## src/rtl/dma_pkg.sv

```systemverilog
// Shared types and constants for the DMA channel arbiter.
package dma_pkg;

    localparam int NUM_CH = 4;
    localparam int CH_W   = 2;

    localparam int CMD_DISABLE   = 2;
    localparam int CMD_ROTATE    = 4;
    localparam int CMD_DREQ_LOW  = 6;
    localparam int CMD_DACK_HIGH = 7;

    typedef enum logic [1:0] {
        IDLE    = 2'd0,
        REQ     = 2'd1,
        GRANT   = 2'd2,
        RELEASE = 2'd3
    } arbState_t;

    function automatic logic [NUM_CH-1:0] chOneHot(input logic [CH_W-1:0] ch);
        chOneHot = {{(NUM_CH-1){1'b0}}, 1'b1} << ch;
    endfunction

endpackage

```

## src/rtl/dma_prio_pick.sv

```systemverilog
// Combinational channel picker: fixed (ch0 highest) or rotating from ptr.
module dma_prio_pick
    import dma_pkg::*;
(
    input  logic [NUM_CH-1:0] eff,
    input  logic [CH_W-1:0]   ptr,
    input  logic              rotate,
    output logic              any,
    output logic [CH_W-1:0]   winner
);

    logic [CH_W-1:0] base_s;
    logic [CH_W-1:0] idx_s;

    // Walk from lowest to highest priority so the highest requester is written last
    always_comb begin
        any    = |eff;
        winner = {CH_W{1'b0}};
        idx_s  = {CH_W{1'b0}};
        if (rotate) begin
            base_s = ptr;
        end else begin
            base_s = {CH_W{1'b0}};
        end
        for (int k = NUM_CH - 1; k >= 0; k--) begin
            idx_s  = base_s + CH_W'(k);
            winner = eff[idx_s] ? idx_s : winner;
        end
    end

endmodule

```

## src/rtl/dma_channel_arbiter.sv

```systemverilog
// DMA channel arbiter: DREQ synchroniser, HRQ/HLDA bus-hold FSM, rotate pointer
// and DACK/grant outputs for the timing FSM.
module dma_channel_arbiter #(
    parameter int NUM_CH      = 4,
    parameter int SYNC_STAGES = 2
) (
    input  logic              CLK,
    input  logic              RESET,
    input  logic [7:0]        commandReg,
    input  logic [7:0]        requestReg,
    input  logic [7:0]        maskReg,
    input  logic [NUM_CH-1:0] DREQ,
    input  logic              HLDA,
    input  logic              serviceDone,
    output logic              HRQ,
    output logic              grantValid,
    output logic [1:0]        grantCh,
    output logic [NUM_CH-1:0] DACK,
    output logic [NUM_CH-1:0] swReqClr
);

    import dma_pkg::*;

    logic [NUM_CH-1:0] syncChain_r [SYNC_STAGES];
    logic [NUM_CH-1:0] dreq_s;
    logic [NUM_CH-1:0] eff_s;
    logic              any_s;
    logic [1:0]        winner_s;

    arbState_t         state_r, stateNext_s;
    logic              hrq_r, hrqNext_s;
    logic              grantValid_r, grantValidNext_s;
    logic [1:0]        grantCh_r, grantChNext_s;
    logic [NUM_CH-1:0] ack_r, ackNext_s;
    logic [1:0]        ptr_r, ptrNext_s;
    logic [NUM_CH-1:0] swReqClr_s;
    logic              serviceOk_s;
    logic              grantLoad_s;
    logic              unusedBits_s;

    assign unusedBits_s = ^{commandReg[5], commandReg[3], commandReg[1:0],
                            requestReg[7:NUM_CH], maskReg[7:NUM_CH]};

    // Flop chain bringing asynchronous DREQ into the clock domain
    always_ff @(posedge CLK or posedge RESET) begin
        if (RESET) begin
            for (int i = 0; i < SYNC_STAGES; i++) begin
                syncChain_r[i] <= {NUM_CH{1'b0}};
            end
        end else begin
            syncChain_r[0] <= DREQ;
            for (int i = 1; i < SYNC_STAGES; i++) begin
                syncChain_r[i] <= syncChain_r[i-1];
            end
        end
    end

    assign dreq_s = syncChain_r[SYNC_STAGES-1];
    // Software requests bypass the mask; hardware requests are normalised to active-high first
    assign eff_s  = ((dreq_s ^ {NUM_CH{commandReg[CMD_DREQ_LOW]}}) & ~maskReg[NUM_CH-1:0])
                  | requestReg[NUM_CH-1:0];

    dma_prio_pick u_pick (
        .eff    (eff_s),
        .ptr    (ptr_r),
        .rotate (commandReg[CMD_ROTATE]),
        .any    (any_s),
        .winner (winner_s)
    );

    assign serviceOk_s = (state_r == GRANT) && HLDA && serviceDone;
    assign grantLoad_s = (state_r == REQ) && HLDA && any_s;

    // State register plus registered outputs
    always_ff @(posedge CLK or posedge RESET) begin
        if (RESET) begin
            state_r      <= IDLE;
            hrq_r        <= 1'b0;
            grantValid_r <= 1'b0;
            grantCh_r    <= 2'd0;
            ack_r        <= {NUM_CH{1'b0}};
            ptr_r        <= 2'd0;
        end else begin
            state_r      <= stateNext_s;
            hrq_r        <= hrqNext_s;
            grantValid_r <= grantValidNext_s;
            grantCh_r    <= grantChNext_s;
            ack_r        <= ackNext_s;
            ptr_r        <= ptrNext_s;
        end
    end

    // Next-state logic; losing HLDA in GRANT takes precedence over serviceDone
    always_comb begin
        stateNext_s = state_r;
        case (state_r)
            IDLE: begin
                if (!commandReg[CMD_DISABLE] && any_s) begin
                    stateNext_s = REQ;
                end else begin
                    stateNext_s = IDLE;
                end
            end
            REQ: begin
                if (!any_s) begin
                    stateNext_s = IDLE;
                end else if (HLDA) begin
                    stateNext_s = GRANT;
                end else if (commandReg[CMD_DISABLE]) begin
                    stateNext_s = IDLE;
                end else begin
                    stateNext_s = REQ;
                end
            end
            GRANT: begin
                if (!HLDA || serviceDone) begin
                    stateNext_s = RELEASE;
                end else begin
                    stateNext_s = GRANT;
                end
            end
            RELEASE: stateNext_s = IDLE;
            default: stateNext_s = IDLE;
        endcase
    end

    // Output decode from the upcoming state so HRQ/DACK change with the state itself
    always_comb begin
        hrqNext_s        = (stateNext_s == REQ) || (stateNext_s == GRANT);
        grantValidNext_s = (stateNext_s == GRANT);
        if (grantLoad_s) begin
            grantChNext_s = winner_s;
        end else begin
            grantChNext_s = grantCh_r;
        end
        if (grantValidNext_s) begin
            ackNext_s = chOneHot(grantChNext_s);
        end else begin
            ackNext_s = {NUM_CH{1'b0}};
        end
        if (serviceOk_s && commandReg[CMD_ROTATE]) begin
            ptrNext_s = grantCh_r + 2'd1;
        end else begin
            ptrNext_s = ptr_r;
        end
        if (serviceOk_s) begin
            swReqClr_s = chOneHot(grantCh_r) & requestReg[NUM_CH-1:0];
        end else begin
            swReqClr_s = {NUM_CH{1'b0}};
        end
    end

    // DACK polarity follows commandReg immediately, independent of the register
    always_comb begin
        if (commandReg[CMD_DACK_HIGH]) begin
            DACK = ack_r;
        end else begin
            DACK = ~ack_r;
        end
    end

    assign HRQ        = hrq_r;
    assign grantValid = grantValid_r;
    assign grantCh    = grantCh_r;
    assign swReqClr   = swReqClr_s;

endmodule
```

## config.mk

```make
export PLATFORM = sky130hd
export DESIGN_NAME = dma_channel_arbiter
export DESIGN_NICKNAME = d
export VERILOG_FILES = /design/src/rtl/dma_pkg.sv /design/src/rtl/dma_prio_pick.sv /design/src/rtl/dma_channel_arbiter.sv
export SDC_FILE = /design/constraint.sdc
export NUM_CORES = 1
export LEC_CHECK = 0
export CORE_MARGIN = 4
export CORE_UTILIZATION = 39
export CTS_BUF_LIST = sky130_fd_sc_hd__clkbuf_16
export CTS_CLUSTER_SIZE = 20
export DETAILED_ROUTE_END_ITERATION = 8
export GPL_ROUTABILITY_DRIVEN = 0
export GPL_TIMING_DRIVEN = 0
export PLACE_DENSITY = 0.76
export SKIP_CTS_REPAIR_TIMING = 1
export SLEW_MARGIN = 15
export SYNTH_ARGS = -nofsm -noshare
export SYNTH_HDL_FRONTEND = slang
export SYNTH_SLANG_ARGS = --single-unit
```

## constraint.sdc

```tcl
create_clock -name CLK -period 2.2 [get_ports CLK]
set_input_delay 0.44 -clock CLK [delete_from_list [all_inputs] [get_ports CLK]]
set_output_delay 0.44 -clock CLK [all_outputs]
set_load 0.01 [all_outputs]
```

==> flow_summary_export.csv, run 1 <==
group,metric,value,unit
synth,synth_edf_count,0,
timing,slew_violations,0,
pwr,p_int,1.07,mW
synth,synthMuxAreaShare,0.0320,
synth,ys_seq_area_frac,0.442,
timing,hold_viol,0,
grt,grt_pass1_vias,983,
synth,ys.warnings.count,0,
routing,dr.pass1.iters,4,
timing,rsz0062_at_grt,"true",
cts,insertion_delay,250,ps
synth,synthTopCellsByCount,"20 x dfrtp_1, 10 x inv_1, 7 x a21oi_1",
worst_setup_path,worst_r2r_startpoint,"ptr_r[0]$_DFFE_PP0P_",
finish,fin_area,1640,µm²
routing,ant_nets,0,
worst_setup_path,crit_path_end_kind,"register",
floorplanning,coreArea,2760,µm²
grt,grt_antenna_before_repair,0,
routing,drt-total-wl,2570,µm
synth,async_reset_ff_frac,1.00,
grt,grt_max_degree,21,
pwr,pwr-share-clk,0.227,
synth,synth_most_common_cell,"dfrtp_1",
cts,clockBufferDepth,2,
pwr,switching_share,0.330,
worst_setup_path,path_max_fanout,6,
timing,fin_skew,1.85,ps
run,cap_violations,0,
finish,n_antenna_cell,0,
synth,synth_ff_type,"dfrtp_1",
worst_setup_path,reg2reg_depth,7,
worst_setup_path,start_kind,"register",
worst_setup_path,crit_type,"reg2reg",
worst_hold_path,min_to,"dreq_s[3]$_DFF_PP0_",
routing,vias,954,
synth,ys_types,40,
worst_setup_path,worstReg2RegEnd,"ack_r[1]$_DFF_PP0_",
floorplanning,core.rowCount,19,
worst_setup_path,worstPathArrival,2380,ps
synth,synth_area_leaders,"dfrtp_1 44%, ha_1 5.5%, a211oi_1 3.3%",
timing,worstMarginPinSlew,731,ps
synth,ys_seq_elements,20,
floorplanning,die_h,61.9,µm
routing,wl_per_cell,14.4,µm
synth,yosysTopAreaCellShare,0.442,
finish,regArea,500,µm²
timing,finalSetupViolCount,2,
floorplanning,dieArea,3830,µm²
cts,numCtsBuffers,3,
timing,fmax,0.445,GHz
placement,placed_cells,169,
grt,grt_pass1_wl,4280,µm
worst_hold_path,min-delay-path-class,"reg2reg",
pwr,total_power,1.59,mW
placement,place_hpwl,2020,µm
worst_hold_path,hold-path-cell-count,0,
finish,drive_above_1_share,0.184,
synth,synth_fa_ha_area_frac,0.0552,
synth,synth_compound_area_frac,0.209,
pwr,p_leak,0.843,nW
cts,cts_tree,"done",
finish,nFillCells,222,
pwr,switchingPower,0.526,mW
outcome,violations,"setup timing",
synth,yosysTopAreaCell,"dfrtp_1",
synth,synth_top_family_by_area,"compound AO/OA/AOI/OAI gates",
synth,avgSynthCellArea,10.4,µm²
cts,clkTransAtPathRegs,50,ps
worst_hold_path,worstHoldStart,"syncChain_r[7]$_DFF_PP0_",
floorplanning,chipWidth,61.9,µm
synth,synthSimpleGateAreaFrac,0.136,
synth,netlist_area,1130,µm²
routing,viasPerCell,5.36,
cts,cts_root_buf,"clkbuf_16",
placement,dp_slack,-723,ps
timing,finalCritPeriodShare,1.02,
worst_setup_path,required,2330,ps
floorplanning,io-pin-count,44,
finish,layout.cells.non_filler,178,
worst_setup_path,worst-r2r-setup-slack,-50,ps
synth,syn-num-nets,146,
finish,finalNetCount,185,
routing,drc_errors,0,
synth,synthXorXnorAreaFrac,0.0618,
pwr,power.density,971,nW/µm²
pwr,p_comb_frac,0.437,
floorplanning,start_util,0.411,
finish,area_growth,44.7,%
pwr,peakVddDrop,864,µV
cts,cts_htree_levels,1,
timing,relSlewSlack,0.512,
grt,grt-ovfl-total,0,
placement,dpl_cell_area,1470,µm²
placement,io_buffers,29,
grt,grt_use_total,0.150,
routing,dr.first_iter.drc_count,29,
outcome,status,"complete, but fails checks",
timing,fin_ws,-49.2,ps
finish,multi_input_area,606,µm²
timing,finalCriticalPeriod,2250,ps
pwr,seqPwrFrac,0.336,
cts,cts.sinks,20,
synth,synth_cells,109,
==> metal layers <==
layer	track usage	vias to the layer above	part of all wire
met4	0.0424	0	0.0058
li1	-	468	-
met5	0	-	0
met1	0.186	444	0.42
met3	0.0310	4	0.063
met2	0.265	38	0.51
==> critical path, cell delays in order, from the launching register on <==
cell,delay (ps)
dfrtp_1,370
buf_6,130
and2_4,130
a211o_1,240
a311oi_1,260
or4b_4,530
mux2_4,330
and4_1,150
==> layout make-up <==
| type | count | area share |
|---|---|---|
| sequential | 20 | 0.305 |
| timing repair buffer | 34 | 0.209 |
| tap | 31 | 0.0236 |
| inverter | 12 | 0.0275 |
| clock buffer | 3 | 0.0458 |
| buffer | 3 | 0.0175 |
| clock inverter | 1 | 0.00229 |
| multi-input combinational | 74 | 0.369 |
==> power groups by stage <==
stage | Combinational (mW) | Sequential [mW] | Clock [mW]
CTS | 0.638 | 0.535 | 0.372
global route | 0.782 | 0.551 | 0.394
floorplan | 0.388 | 0.539 | 0
detailed placement | 0.633 | 0.542 | 0
finish | 0.696 | 0.535 | 0.362
global placement | 0.602 | 0.537 | 0
==> state kept, by name (all words and copies together), names as in the netlist <==
register     flops
HRQ              1
ack_r            4
dreq_s           4
grantCh          2
grantValid       1
ptr_r            2
state_r          2
syncChain_r      4
==> how the worst max path moves through the flow <==
stage	from	end	slack [ps]	cells past startpoint
6_report	ptr_r[0]$_DFFE_PP0P_	ack_r[1]$_DFF_PP0_	-50	7
5_1_grt	ptr_r[0]$_DFFE_PP0P_	ack_r[1]$_DFF_PP0_	-110	7
4_1_cts	commandReg[6]	ack_r[1]$_DFF_PP0_	-460	7
3_5_place_dp	commandReg[6]	ack_r[1]$_DFF_PP0_	-720	7
3_3_place_gp	commandReg[6]	ack_r[1]$_DFF_PP0_	-680	7
2_1_floorplan	commandReg[4]	ack_r[1]$_DFF_PP0_	-20	7
==> cell families (layout without fill, tap and decap cells) <==
family | count (synthesis) | after routing
fa+ha+maj | 5 | 5
flops | 20 | 20
compound gates | 32 | 32
mux | 3 | 3
buf+inv | 15 | 53
simple gates | 26 | 26
xor+xnor | 8 | 8
==> stage by stage <==
| stage | util | setup TNS (ps) | hold slack [ps] |
|---|---|---|---|
| after floorplan | - | -25.5 | 331 |
| after global placement | 0.531 | -4480 | 333 |
| after detailed placement | 0.531 | -5090 | 337 |
| after CTS | 0.560 | -3050 | 350 |
| after global routing | 0.595 | -300 | 363 |
| final | 0.595 | -93.9 | 349 |
==> placed cells by master, fill, tap and decap left out, types with 2 or more instances in the layout <==
cell type and count:
a211o_1 3, o21ai_1 2, inv_2 4, dfrtp_1 20
nor2b_1 2, a21oi_1 5, ha_1 5, a211oi_2 2
a41o_1 2, a21o_1 3, nand2_1 5, dlymetal6s2s_1 8
inv_1 8, nor2_1 4, xor2_1 3, nand3b_1 2
clkdlybuf4s50_1 20, o21ai_0 2, a21oi_4 2, a211oi_1 4
and3_1 4, clkbuf_16 3, buf_4 5, xnor2_1 4
Power figures use the tool's default switching activity.
==> run 2, diff against run 1 <==
Settings changed: PLACE_DENSITY 0.76 to default, PLACE_DENSITY_LB_ADDON from default to 0.1.
==> flow_summary_export.csv, run 2 (same netlist as run 1, synthesis figures left out) <==
group,metric,value,unit
timing,worstMarginPinSlew,759,ps
pwr,peakVddDrop,743,µV
worst_setup_path,path_max_fanout,6,
pwr,p_int,1.09,mW
floorplanning,chipWidth,61.9,µm
finish,finalNetCount,188,
worst_setup_path,worstPathArrival,2480,ps
grt,grt_antenna_before_repair,0,
routing,vias,989,
worst_setup_path,crit_path_end_kind,"register",
floorplanning,die_h,61.9,µm
cts,cts_htree_levels,1,
pwr,seqPwrFrac,0.326,
floorplanning,core.rowCount,19,
worst_setup_path,crit_type,"in2reg",
worst_setup_path,cp_slowest_stage_delay,570,ps
routing,dr.pass1.iters,4,
floorplanning,dieArea,3830,µm²
worst_setup_path,worstReg2RegEnd,"ack_r[2]$_DFF_PP0_",
worst_hold_path,min_to,"dreq_s[3]$_DFF_PP0_",
pwr,switchingPower,0.556,mW
routing,viasPerCell,5.46,
timing,finalSetupViolCount,2,
timing,fin_skew,1.02,ps
pwr,switching_share,0.337,
cts,clkTransAtPathRegs,60,ps
timing,finalCritPeriodShare,1.05,
routing,ant_nets,0,
worst_setup_path,path_cells,"clkdlybuf4s50_1 > clkinv_1 > a21oi_4 > a211oi_1 > or4b_4 > mux2_4 > a211oi_2",
worst_setup_path,crit_buf_inv,2,
cts,insertion_delay,250,ps
outcome,status,"complete, but fails checks",
worst_hold_path,worstHoldStart,"syncChain_r[7]$_DFF_PP0_",
grt,grt_use_total,0.156,
routing,drc_errors,0,
cts,cts.sinks,20,
grt,grt_max_degree,21,
finish,fin_area,1680,µm²
worst_setup_path,worst-r2r-setup-slack,-110,ps
worst_hold_path,hold-path-cell-count,0,
cts,clockBufferDepth,2,
worst_setup_path,worst_r2r_startpoint,"ptr_r[0]$_DFFE_PP0P_",
finish,nFillCells,238,
placement,placed_cells,169,
grt,grt_pass1_vias,952,
finish,drive_above_1_share,0.207,
worst_setup_path,critical_path.top_delay_family,"buffers and inverters",
placement,dpl_cell_area,1470,µm²
worst_setup_path,reg2reg_depth,7,
grt,grt-ovfl-total,0,
pwr,pwr-share-clk,0.231,
placement,place_hpwl,2050,µm
timing,fin_ws,-115,ps
run,cap_violations,0,
grt,grt_pass1_wl,4260,µm
outcome,violations,"setup timing",
finish,layout_common_cells,"20 x dfrtp_1, 20 x clkdlybuf4s50_1, 8 x inv_1, 8 x dlymetal6s2s_1, 8 x buf_4",
pwr,total_power,1.65,mW
placement,io_buffers,29,
routing,wl_per_cell,15.5,µm
finish,n_antenna_cell,0,
pwr,p_leak,0.860,nW
timing,rsz0062_at_grt,"true",
timing,finalCriticalPeriod,2310,ps
finish,area_growth,47.8,%
floorplanning,io-pin-count,44,
timing,slew_violations,0,
cts,numCtsBuffers,3,
floorplanning,coreArea,2760,µm²
timing,hold_viol,0,
worst_setup_path,crit_slowest_cell,"or4b_4",
routing,drt-total-wl,2800,µm
worst_hold_path,min-delay-path-class,"reg2reg",
pwr,power.density,984,nW/µm²
cts,cts_tree,"done",
worst_setup_path,required,2370,ps
floorplanning,start_util,0.411,
timing,fmax,0.432,GHz
worst_setup_path,start_kind,"primary input",
finish,layout.cells.non_filler,181,
pwr,p_comb_frac,0.443,
timing,relSlewSlack,0.493,
routing,dr.first_iter.drc_count,22,
cts,cts_root_buf,"clkbuf_16",
[run 2: cell count changes in the layout (fill, tap and decap cells not counted), sizes merged]
| cell | delta |
|---|---|
| clkinv | +1 |
| buf | +3 |
| inv | -1 |
[run 2: power by group through the flow]
stage / logic (mW) / registers (mW) / clock network (mW)
final: 0.731 / 0.538 / 0.380
after global routing: 0.815 / 0.553 / 0.404
after CTS: 0.643 / 0.538 / 0.387
after detailed placement: 0.641 / 0.544 / 0
after global placement: 0.615 / 0.538 / 0
after floorplan: 0.388 / 0.539 / 0
[run 2: stage by stage]
step	hold WS, ps	utilization	setup WS (ps)	setup TNS [ps]
floorplan	331	-	-21.2	-25.5
global placement	332	0.531	-728	-4800
detailed placement	335	0.531	-747	-5290
CTS	348	0.560	-487	-3110
global route	350	0.608	-189	-585
finish	348	0.608	-115	-179
[run 2: cell type report]
class | instances | area [µm²] | share of cell area
inverters | 12 | 45.0 | 0.0269
multi-input cells | 74 | 618 | 0.369
clock inverters | 1 | 3.75 | 0.00224
clock buffers | 3 | 75.1 | 0.0448
flip-flops and latches | 20 | 500 | 0.299
well taps | 31 | 38.8 | 0.0232
repair buffers | 37 | 365 | 0.218
plain buffers | 3 | 28.8 | 0.0172
[run 2: worst max path at each step]
stage,cells past startpoint,start,slack (ps),end
after global placement,7,commandReg[6],-730,ack_r[2]$_DFF_PP0_
after floorplan,7,commandReg[4],-20,ack_r[1]$_DFF_PP0_
final,7,maskReg[3],-110,ack_r[2]$_DFF_PP0_
after CTS,7,commandReg[6],-490,ack_r[2]$_DFF_PP0_
after detailed placement,7,commandReg[6],-750,ack_r[2]$_DFF_PP0_
after global routing,7,maskReg[3],-190,ack_r[2]$_DFF_PP0_
[run 2: layer usage]
metal / global-route usage / up-vias / wire (µm) / share of wire
met4: 0.0515 / 0 / 24 / 0.0086
met1: 0.188 / 475 / 1090 / 0.39
met2: 0.254 / 42 / 1400 / 0.50
li1: - / 468 / - / -
met3: 0.0620 / 4 / 286 / 0.10
met5: 0 / - / 0 / 0
[run 2: worst register-to-register path, stage by stage, from the launching register on]
cell	delay [ps]
dfrtp_1	370
buf_6	140
and2_4	140
a211o_1	260
a311oi_2	260
or4b_4	520
mux2_4	330
a211oi_2	220
==> run 3, diff against run 2 <==
Settings changed: ABC_AREA from default to 1, CORE_UTILIZATION 39 to 46.
Clock period 2.2 ns to 2.7 ns, I/O delays scaled along.
==> flow_summary_export.csv, run 3 <==
group,metric,value,unit
timing,slew_violations,0,
grt,grt_max_degree,21,
finish,layout_commonest_cell,"clkdlybuf4s50_1",
synth,synth_area_leaders,"dfrtp_1 44%, nand2_1 9.5%, nand3_1 9.2%",
pwr,peakVddDrop,708,µV
floorplanning,die_h,57.9,µm
grt,grt_pass1_vias,1058,
worst_setup_path,cp_common_cell,"clkdlybuf4s50_1",
worst_setup_path,worst-r2r-setup-slack,890,ps
routing,viasPerCell,4.97,
timing,finalCriticalPeriod,2470,ps
cts,numCtsBuffers,3,
timing,rsz0062_at_grt,"false",
timing,finalCritPeriodShare,0.915,
timing,hold_viol,0,
floorplanning,dieArea,3350,µm²
floorplanning,start_util,0.498,
floorplanning,coreArea,2300,µm²
cts,clockBufferDepth,2,
synth,yosysTopAreaCell,"dfrtp_1",
grt,grt-ovfl-total,0,
synth,synth_ff_type,"dfrtp_1",
synth,ys_seq_elements,20,
synth,yosysTopAreaCellShare,0.437,
grt,grt_antenna_before_repair,0,
grt,grt_use_total,0.176,
worst_setup_path,crit_path_end_kind,"output port",
cts,insertion_delay,250,ps
finish,finish.utilization,0.679,
worst_setup_path,required,2160,ps
placement,place_hpwl,2090,µm
worst_setup_path,start_kind,"primary input",
synth,synthTopCellsByCount,"29 x nand2_1, 24 x inv_1, 21 x nand3_1",
worst_setup_path,crit_type,"in2out",
worst_setup_path,worstPathArrival,1930,ps
worst_setup_path,crit_slowest_cell,"clkdlybuf4s50_1",
finish,drive_above_1_share,0.122,
finish,area_growth,36.2,%
synth,ys.warnings.count,0,
timing,fin_ws,230,ps
pwr,power.density,785,nW/µm²
routing,vias,1039,
placement,dpl_cell_area,1480,µm²
routing,wl_per_cell,12.4,µm
timing,finalSetupTns,0,ps
synth,ys_seq_area_frac,0.437,
routing,drc_errors,0,
synth,avgSynthCellArea,7.79,µm²
finish,layout_common_cells,"30 x clkdlybuf4s50_1, 29 x nand2_1, 24 x inv_1, 21 x nand3_1, 20 x dfrtp_1",
synth,syn-num-nets,184,
routing,ant_nets,0,
worst_setup_path,path_max_fanout,4,
synth,ys_types,19,
routing,drt-total-wl,2600,µm
worst_hold_path,min-delay-path-class,"reg2reg",
floorplanning,io-pin-count,44,
worst_setup_path,path_cells,"clkdlybuf4s50_1 > nand3_1 > nor2_1 > clkdlybuf4s50_1",
finish,finalNetCount,219,
timing,relSlewSlack,0.514,
routing,dr.first_iter.drc_count,60,
placement,dp_slack,160,ps
outcome,status,"completed",
run,cap_violations,0,
cts,cts_tree,"done",
cts,cts.sinks,20,
synth,netlist_area,1140,µm²
synth,synth_cells,147,
synth,synth_most_common_cell,"nand2_1",
finish,fin_area,1560,µm²
floorplanning,core.rowCount,17,
worst_setup_path,cp_slowest_stage_delay,550,ps
timing,finalSetupViolCount,0,
cts,cts_root_buf,"clkbuf_16",
synth,async_reset_ff_frac,1.00,
floorplanning,chipWidth,57.9,µm
routing,dr.pass1.iters,4,
synth,synth_edf_count,0,
pwr,p_leak,0.775,nW
grt,grt_pass1_wl,4550,µm
finish,n_antenna_cell,0,
cts,cts_htree_levels,1,
placement,io_buffers,30,
timing,worstMarginPinSlew,728,ps
timing,fmax,0.405,GHz
cts,clkTransAtPathRegs,50,ps
timing,fin_skew,2.71,ps
==> run 3: cell types whose count changed after synthesis, moves of 3 or more <==
cell      delta
a211o_1      -3
a211oi_1     -5
a21o_1       -3
a21oi_1      -4
a31oi_1      +3
and3_1       -5
inv_1       +14
nand2_1     +24
nand2_2     +12
nand3_1     +20
nor2_1       +8
xor2_1       -4
==> run 3: cell families after synthesis <==
| logic type | Yosys count | synth area share |
|---|---|---|
| AO/OA/AOI/OAI | 12 | 0.0634 |
| XOR/XNOR | 4 | 0.0306 |
| adder cells (fa/ha/maj) | 5 | 0.0546 |
| buffers and inverters | 28 | 0.0929 |
| flip-flops | 20 | 0.437 |
| multiplexers | 1 | 0.00984 |
| AND/OR/NAND/NOR | 77 | 0.311 |
==> run 3: final timing paths <==
kind,from,to,depth (start not counted)
max in group asynchronous,RESET,dreq_s[0]$_DFF_PP0_,2
worst min-delay path,syncChain_r[7]$_DFF_PP0_,dreq_s[3]$_DFF_PP0_,0
worst max-delay path,HLDA,swReqClr[1],4
worst max register to register,dreq_s[1]$_DFF_PP0_,ack_r[2]$_DFF_PP0_,9
worst min register to register,syncChain_r[7]$_DFF_PP0_,dreq_s[3]$_DFF_PP0_,0
min in group asynchronous,RESET,state_r[0]$_DFF_PP0_,2
==> run 3: final cells by class <==
cell class	count	area, µm²
plain buffers	1	3.75
clock buffers	3	75.1
clock inverters	1	3.75
fillers	193	738
inverters	27	103
multi-input cells	99	538
flip-flops and latches	20	500
well taps	28	35.0
repair buffers	30	300
==> run 3: stage by stage <==
stage | power (mW) | hold WS, ps | std cells
after floorplan | 0.739 | 331 | 147
after global placement | 0.904 | 332 | 205
after detailed placement | 0.929 | 335 | 205
after CTS | 1.24 | 349 | 209
after global routing | 1.32 | 364 | 209
final | 1.22 | 346 | 209
==> run 3: power by group <==
group / leakage (nW) / internal, mW / switching, mW
Sequential: 0.250 / 0.373 / 0.0464
Clock: 0.0385 / 0.197 / 0.102
Combinational: 0.486 / 0.222 / 0.283
Total: 0.775 / 0.792 / 0.432
==> run 3: critical path: cells and delay by family <==
family	cells	cell delay [ps]
buf+inv	2	1080
simple gates	2	310
==> run 3: per-layer routing <==
metal  vias up  global-route usage  part of all wire
met1       477               0.214              0.43
met2        26               0.302              0.51
met5         -                   0                 0
li1        530                   -                 -
met3         6              0.0290             0.040
met4         0              0.0828             0.018
==> edit 1: new RTL, settings of run 2 <==
`NUM_CH` is set to 4 in 2 places; all go to 3.
--- a/src/rtl/dma_pkg.sv
+++ b/src/rtl/dma_pkg.sv
@@ -1,7 +1,7 @@
 // Shared types and constants for the DMA channel arbiter.
 package dma_pkg;
 
-    localparam int NUM_CH = 4;
+    localparam int NUM_CH = 3;
     localparam int CH_W   = 2;
 
     localparam int CMD_DISABLE   = 2;
--- a/src/rtl/dma_channel_arbiter.sv
+++ b/src/rtl/dma_channel_arbiter.sv
@@ -1,7 +1,7 @@
 // DMA channel arbiter: DREQ synchroniser, HRQ/HLDA bus-hold FSM, rotate pointer
 // and DACK/grant outputs for the timing FSM.
 module dma_channel_arbiter #(
-    parameter int NUM_CH      = 4,
+    parameter int NUM_CH      = 3,
     parameter int SYNC_STAGES = 2
 ) (
     input  logic              CLK,
Ports: changed (resized DACK, DREQ and swReqClr); port bits go from 44 to 41. The function was not compared with the original's and may differ.
==> edit 1 against run 2 <==
- synthesized area is 27% lower
- die area is 24% lower
- combinational power is 38% lower
- clock skew is 4.0 ps higher
- worst hold slack worse by 3.2 ps
- worst setup slack better by 210 ps
- sequential share of layout area is 4.5 points higher
- design area is 26% lower
- sequential cell count is 3 lower
- routed wire length is 40% lower
- total power is 23% lower
==> edit 1: results (changes against run 2) <==
| Metric | Value |
|---|---|
| Status | `completed` |
| Final std cells w/o fill | `137 (-24%)` |
| Crit path largest cell delay | `550 ps (-20 ps)` |
| Placed cell count | `131 (-22%)` |
| Slew @ Worst Pin | `631 ps (-128 ps)` |
| Post-DP HPWL | `1290 um (-37%)` |
| Seq/Total Area, Yosys | `0.517 (+0.0752)` |
| Skew final | `5.06 ps (+4.04 ps)` |
| Critical path's slowest cell | `clkdlybuf4s50_1` |
| Number of nets in the final layout | `146 (-22%)` |
| First-pass GRT wire length | `2770 um (-35%)` |
| Synth cell count leaders | `17 x dfrtp_1, 10 x nand2_1, 8 x inv_1` |
| Via count | `660 (-33%)` |
| 1st-iter DRT viols | `5 (-77%)` |
| IO Port Bufs | `26 (-10%)` |
| Vias in the first global route | `651 (-32%)` |
| WL final | `1670 um (-40%)` |
| Syn Nets | `113 (-23%)` |
| Static Leak | `0.000645 uW (-25%)` |
| Peak supply drop | `0.693 mV (-6.7%)` |
| Worst slack, placed | `-413 ps (+334 ps)` |
| Gate Count Post-Synth | `78 (-28%)` |
| Layout cells sized above 1 | `0.0909 (-0.116)` |
| Synth area leaders | `dfrtp_1 52%, ha_1 6.1%, nand2_1 4.6%, xnor2_1 4.3%, and3_1 3.8%` |
| WP data arrival | `1660 ps (-820 ps)` |
-- edit 1: changes by cell type after synthesis, sizes merged, moves of 3 or more --
cell    change
dfrtp       -3
nand2       +5
a211o       -4
a211oi      -6
a21oi       -5
a21o        -3
-- edit 1: per-layer routing --
layer,global-route usage,wire length [um],up-vias
li1,-,-,330
met1,0.162,683,309
met2,0.226,864,16
met3,0.0332,89,5
met4,0.0766,31,0
met5,0,0,-
-- edit 1: power breakdown --
group	total (uW)	leakage, uW	switching, uW	internal [uW]
Combinational	450	0.000390	201	249
Sequential	475	0.000213	75.5	399
Clock	353	0.0000423	112	241
-- edit 1: final cells by class --
class	instances	area [sq um]
timing repair buffer	28	285
sequential	17	425
fill	161	746
multi-input combinational	53	383
clock buffer	3	75.1
clock inverter	1	3.75
inverter	8	30.0
tap	27	33.8
-- edit 1: cell families (layout without fill, tap and decap cells) --
group | count (synthesis) | in the layout | share of synthesized area
simple gates | 25 | 25 | 0.146
flops | 17 | 17 | 0.517
compound gates | 16 | 16 | 0.144
buf+inv | 8 | 40 | 0.0365
xor+xnor | 6 | 6 | 0.0638
fa+ha+maj | 4 | 4 | 0.0608
mux | 2 | 2 | 0.0319
-- edit 1: worst paths after layout --
kind | startpoint | to | slack [ps] | depth (start not counted)
max reg2reg | dreq_s[0]$_DFF_PP0_ | ack_r[2]$_DFF_PP0_ | 470 | 6
max in group asynchronous | RESET | ack_r[1]$_DFF_PP0_ | 1220 | 2
min in group asynchronous | RESET | syncChain_r[5]$_DFF_PP0_ | 570 | 2
min | syncChain_r[4]$_DFF_PP0_ | dreq_s[1]$_DFF_PP0_ | 340 | 0
min reg2reg | syncChain_r[4]$_DFF_PP0_ | dreq_s[1]$_DFF_PP0_ | 340 | 0
max | commandReg[7] | DACK[1] | 100 | 3
-- edit 1: through the flow --
| step | power (uW) | area, sq um |
|---|---|---|
| finish | 1280 | 1240 |
| global route | 1380 | 1240 |
| CTS | 1270 | 1200 |
| detailed placement | 913 | 1120 |
| global placement | 908 | 1120 |
| floorplan | 715 | 823 |
==> edit 2: new RTL, flow settings as in run 2 <==
Made on the original files. The 4 states of `arbState_t` get a Gray code encoding in 2 bits.
--- a/src/rtl/dma_pkg.sv
+++ b/src/rtl/dma_pkg.sv
@@ -10,10 +10,10 @@
     localparam int CMD_DACK_HIGH = 7;
 
     typedef enum logic [1:0] {
-        IDLE    = 2'd0,
-        REQ     = 2'd1,
-        GRANT   = 2'd2,
-        RELEASE = 2'd3
+        IDLE    = 2'b00,
+        REQ     = 2'b01,
+        GRANT   = 2'b11,
+        RELEASE = 2'b10
     } arbState_t;
 
     function automatic logic [NUM_CH-1:0] chOneHot(input logic [CH_W-1:0] ch);
Function: same outputs for any inputs over 10 cycles, from zero or initial values and one cycle with RESET high; not proved beyond that.
==> edit 2 against run 2 <==
- the run still ends with negative setup slack left
- critical path depth increased by 1
- first-iteration DRC count increased by 110%
- non-clock buffer count decreased by 3
- sequential cell count decreased by 1
- worst setup slack improved by 8.0 ps
- routed wire length decreased by 10%
- count of clock-buffer cells in the layout unchanged
- synthesized area decreased by 6.3%
- core utilization increased by 0.41 points
- clock skew increased by 3.0 ps
- design area decreased by 7.1%
- critical endpoint is now ack_r[3]$_DFF_PP0_
- worst hold slack got worse by 2.9 ps
- total power decreased by 15%
==> edit 2: results (changes against run 2) <==
| Metric | Value |
|---|---|
| Critical path's slowest cell | `clkdlybuf4s50_1` |
| H-tree Lvls | `1 (unchanged)` |
| Vias/cell | `5.35 (-2.0%)` |
| Peak supply drop | `0.787 mV (+5.9%)` |
| Min-Delay Path Class | `register to register` |
| Final std cells w/o fill | `175 (-3.3%)` |
| Worst slew margin | `0.532 (+0.0384)` |
| Failing checks | `negative setup slack` |
| Status | `complete, but fails checks` |
| Critical path peak fanout | `7 (+1)` |
| Yosys warning count | `0 (unchanged)` |
| IO Port Bufs | `29 (unchanged)` |
| Uppermost layer routed | `met4` |
| Worst path top cell family by delay | `simple AND/OR/NAND/NOR gates` |
| Vias in the first global route | `888 (-6.7%)` |
| Synth cell count leaders | `19 x dfrtp_1, 14 x nand2_1, 7 x xnor2_1` |
| Syn_area_per_cell | `9.75 sq um (-6.3%)` |
| Synth Area in Compound Gates | `0.219 (+0.0105)` |
| XOR/XNOR Fraction of Synth Area | `0.0742 (+0.0124)` |
| Cell variety after synth | `36 (-10%)` |
| Crit path largest cell delay | `420 ps (-150 ps)` |
| Antenna violations before repair | `0 (unchanged)` |
| Post-DP HPWL | `1960 um (-4.4%)` |
| # setup viols final | `2 (unchanged)` |
| Placed cell count | `168 (-0.59%)` |
| Skew final | `4.06 ps (+3.04 ps)` |
| Met2 Wirelength | `1290 um (-7.6%)` |
| WL final | `2520 um (-10%)` |
| Largest net degree at the start of global routing | `20 (-4.8%)` |
| Mux contribution to synthesized area | `0.0106 (-0.0214)` |
| CTS buffer count | `3 (unchanged)` |
| CTS max path bufs | `2 (unchanged)` |
| Drt first pass iters | `4 (unchanged)` |
| M1 wire length | `1080 um (-1.1%)` |
| Async S/R FF share, synth | `1.00 (unchanged)` |
| Syn Nets | `145 (-0.68%)` |
| Global Route Usage Sum | `0.149 (-0.00711)` |
| Clk slew on worst S/H paths | `60 ps (about the same)` |
| Routed met3 length | `135 um (-53%)` |
| # diodes | `0 (unchanged)` |
| WP data arrival | `around 2500 ps` |
| Root Buffer | `clkbuf_16` |
| Adder-cell share of the synthesized area | `0.0471 (-0.00807)` |
| Worst-Skew Late Latency | `250 ps (about the same)` |
| Seq/Total Area, Yosys | `0.448 (+0.00608)` |
| Synth top area share | `0.448 (+0.00608)` |
| Worst Setup Slack, final | `-107 ps (+7.96 ps)` |
| 1st-iter DRT viols | `46 (+110%)` |
| CP startpoint kind | `input port` |
| First-pass GRT wire length | `3950 um (-7.3%)` |
| Layout cells sized above 1 | `0.145 (-0.0618)` |
| Synth area leaders | `dfrtp_1 45%, xnor2_1 5.8%, nand2_1 4.9%, ha_1 4.7%, and3_1 2.4%` |
| Static Leak | `0.000804 uW (-6.5%)` |
-- edit 2: layer usage --
metal | GRT usage | vias to the layer above
met5 | 0 | -
met4 | 0.0285 | 0
met3 | 0.0389 | 2
met2 | 0.261 | 27
met1 | 0.183 | 452
li1 | - | 456
-- edit 2: power by group --
part / switching [uW] / internal, uW
sequential: 64.3 / 418
clock: 136 / 246
combinational: 276 / 265
total: 477 / 929
-- edit 2: area by class of cell --
class                      count  area [sq um]
fill                         218           988
clock buffer                   3          75.1
clock inverter                 1          7.51
timing repair buffer          32           335
multi-input combinational     80           579
buffer                         5          27.5
inverter                       5          18.8
tap                           30          37.5
sequential                    19           475
-- edit 2: cells by family after synthesis --
logic type | Yosys count
AOI/OAI and AO/OA | 30
xor gates and xnor gates | 9
adders and majority gates | 4
buffers and inverters | 10
DFF | 19
muxes | 1
and+or+nand+nor | 36
-- edit 2: worst paths after layout --
kind	start	endpoint	slack (ps)	cells past startpoint
worst max-delay path	maskReg[1]	ack_r[3]$_DFF_PP0_	-110	8
worst min-delay path	syncChain_r[6]$_DFF_PP0_	dreq_s[2]$_DFF_PP0_	350	0
worst max register to register	dreq_s[2]$_DFF_PP0_	ack_r[3]$_DFF_PP0_	-50	8
worst min register to register	syncChain_r[6]$_DFF_PP0_	dreq_s[2]$_DFF_PP0_	350	0
max in group asynchronous	RESET	ack_r[3]$_DFF_PP0_	1160	2
min in group asynchronous	RESET	dreq_s[2]$_DFF_PP0_	600	2
-- edit 2: worst register-to-register path, delay by kind of cell, from the launching register on --
family | cells | cell delay, ps
AND/OR/NAND/NOR | 3 | 860
flip-flops | 1 | 390
buffers and inverters | 1 | 150
XOR/XNOR | 1 | 150
AO/OA/AOI/OAI | 3 | 630
-- edit 2: per-stage QoR --
| step | hold slack [ps] | worst slack [ps] | instance area, sq um | setup TNS [ps] | util |
|---|---|---|---|---|---|
| 6_report | 345 | -107 | 1560 | -175 | 0.612 |
| 5_1_grt | 358 | -166 | 1560 | -404 | 0.612 |
| 4_1_cts | 348 | -512 | 1490 | -3610 | 0.584 |
| 3_5_place_dp | 335 | -766 | 1400 | -5370 | 0.552 |
| 3_3_place_gp | 332 | -753 | 1400 | -4950 | 0.552 |
| 2_1_floorplan | 331 | 10.6 | 1080 | 0 | - |
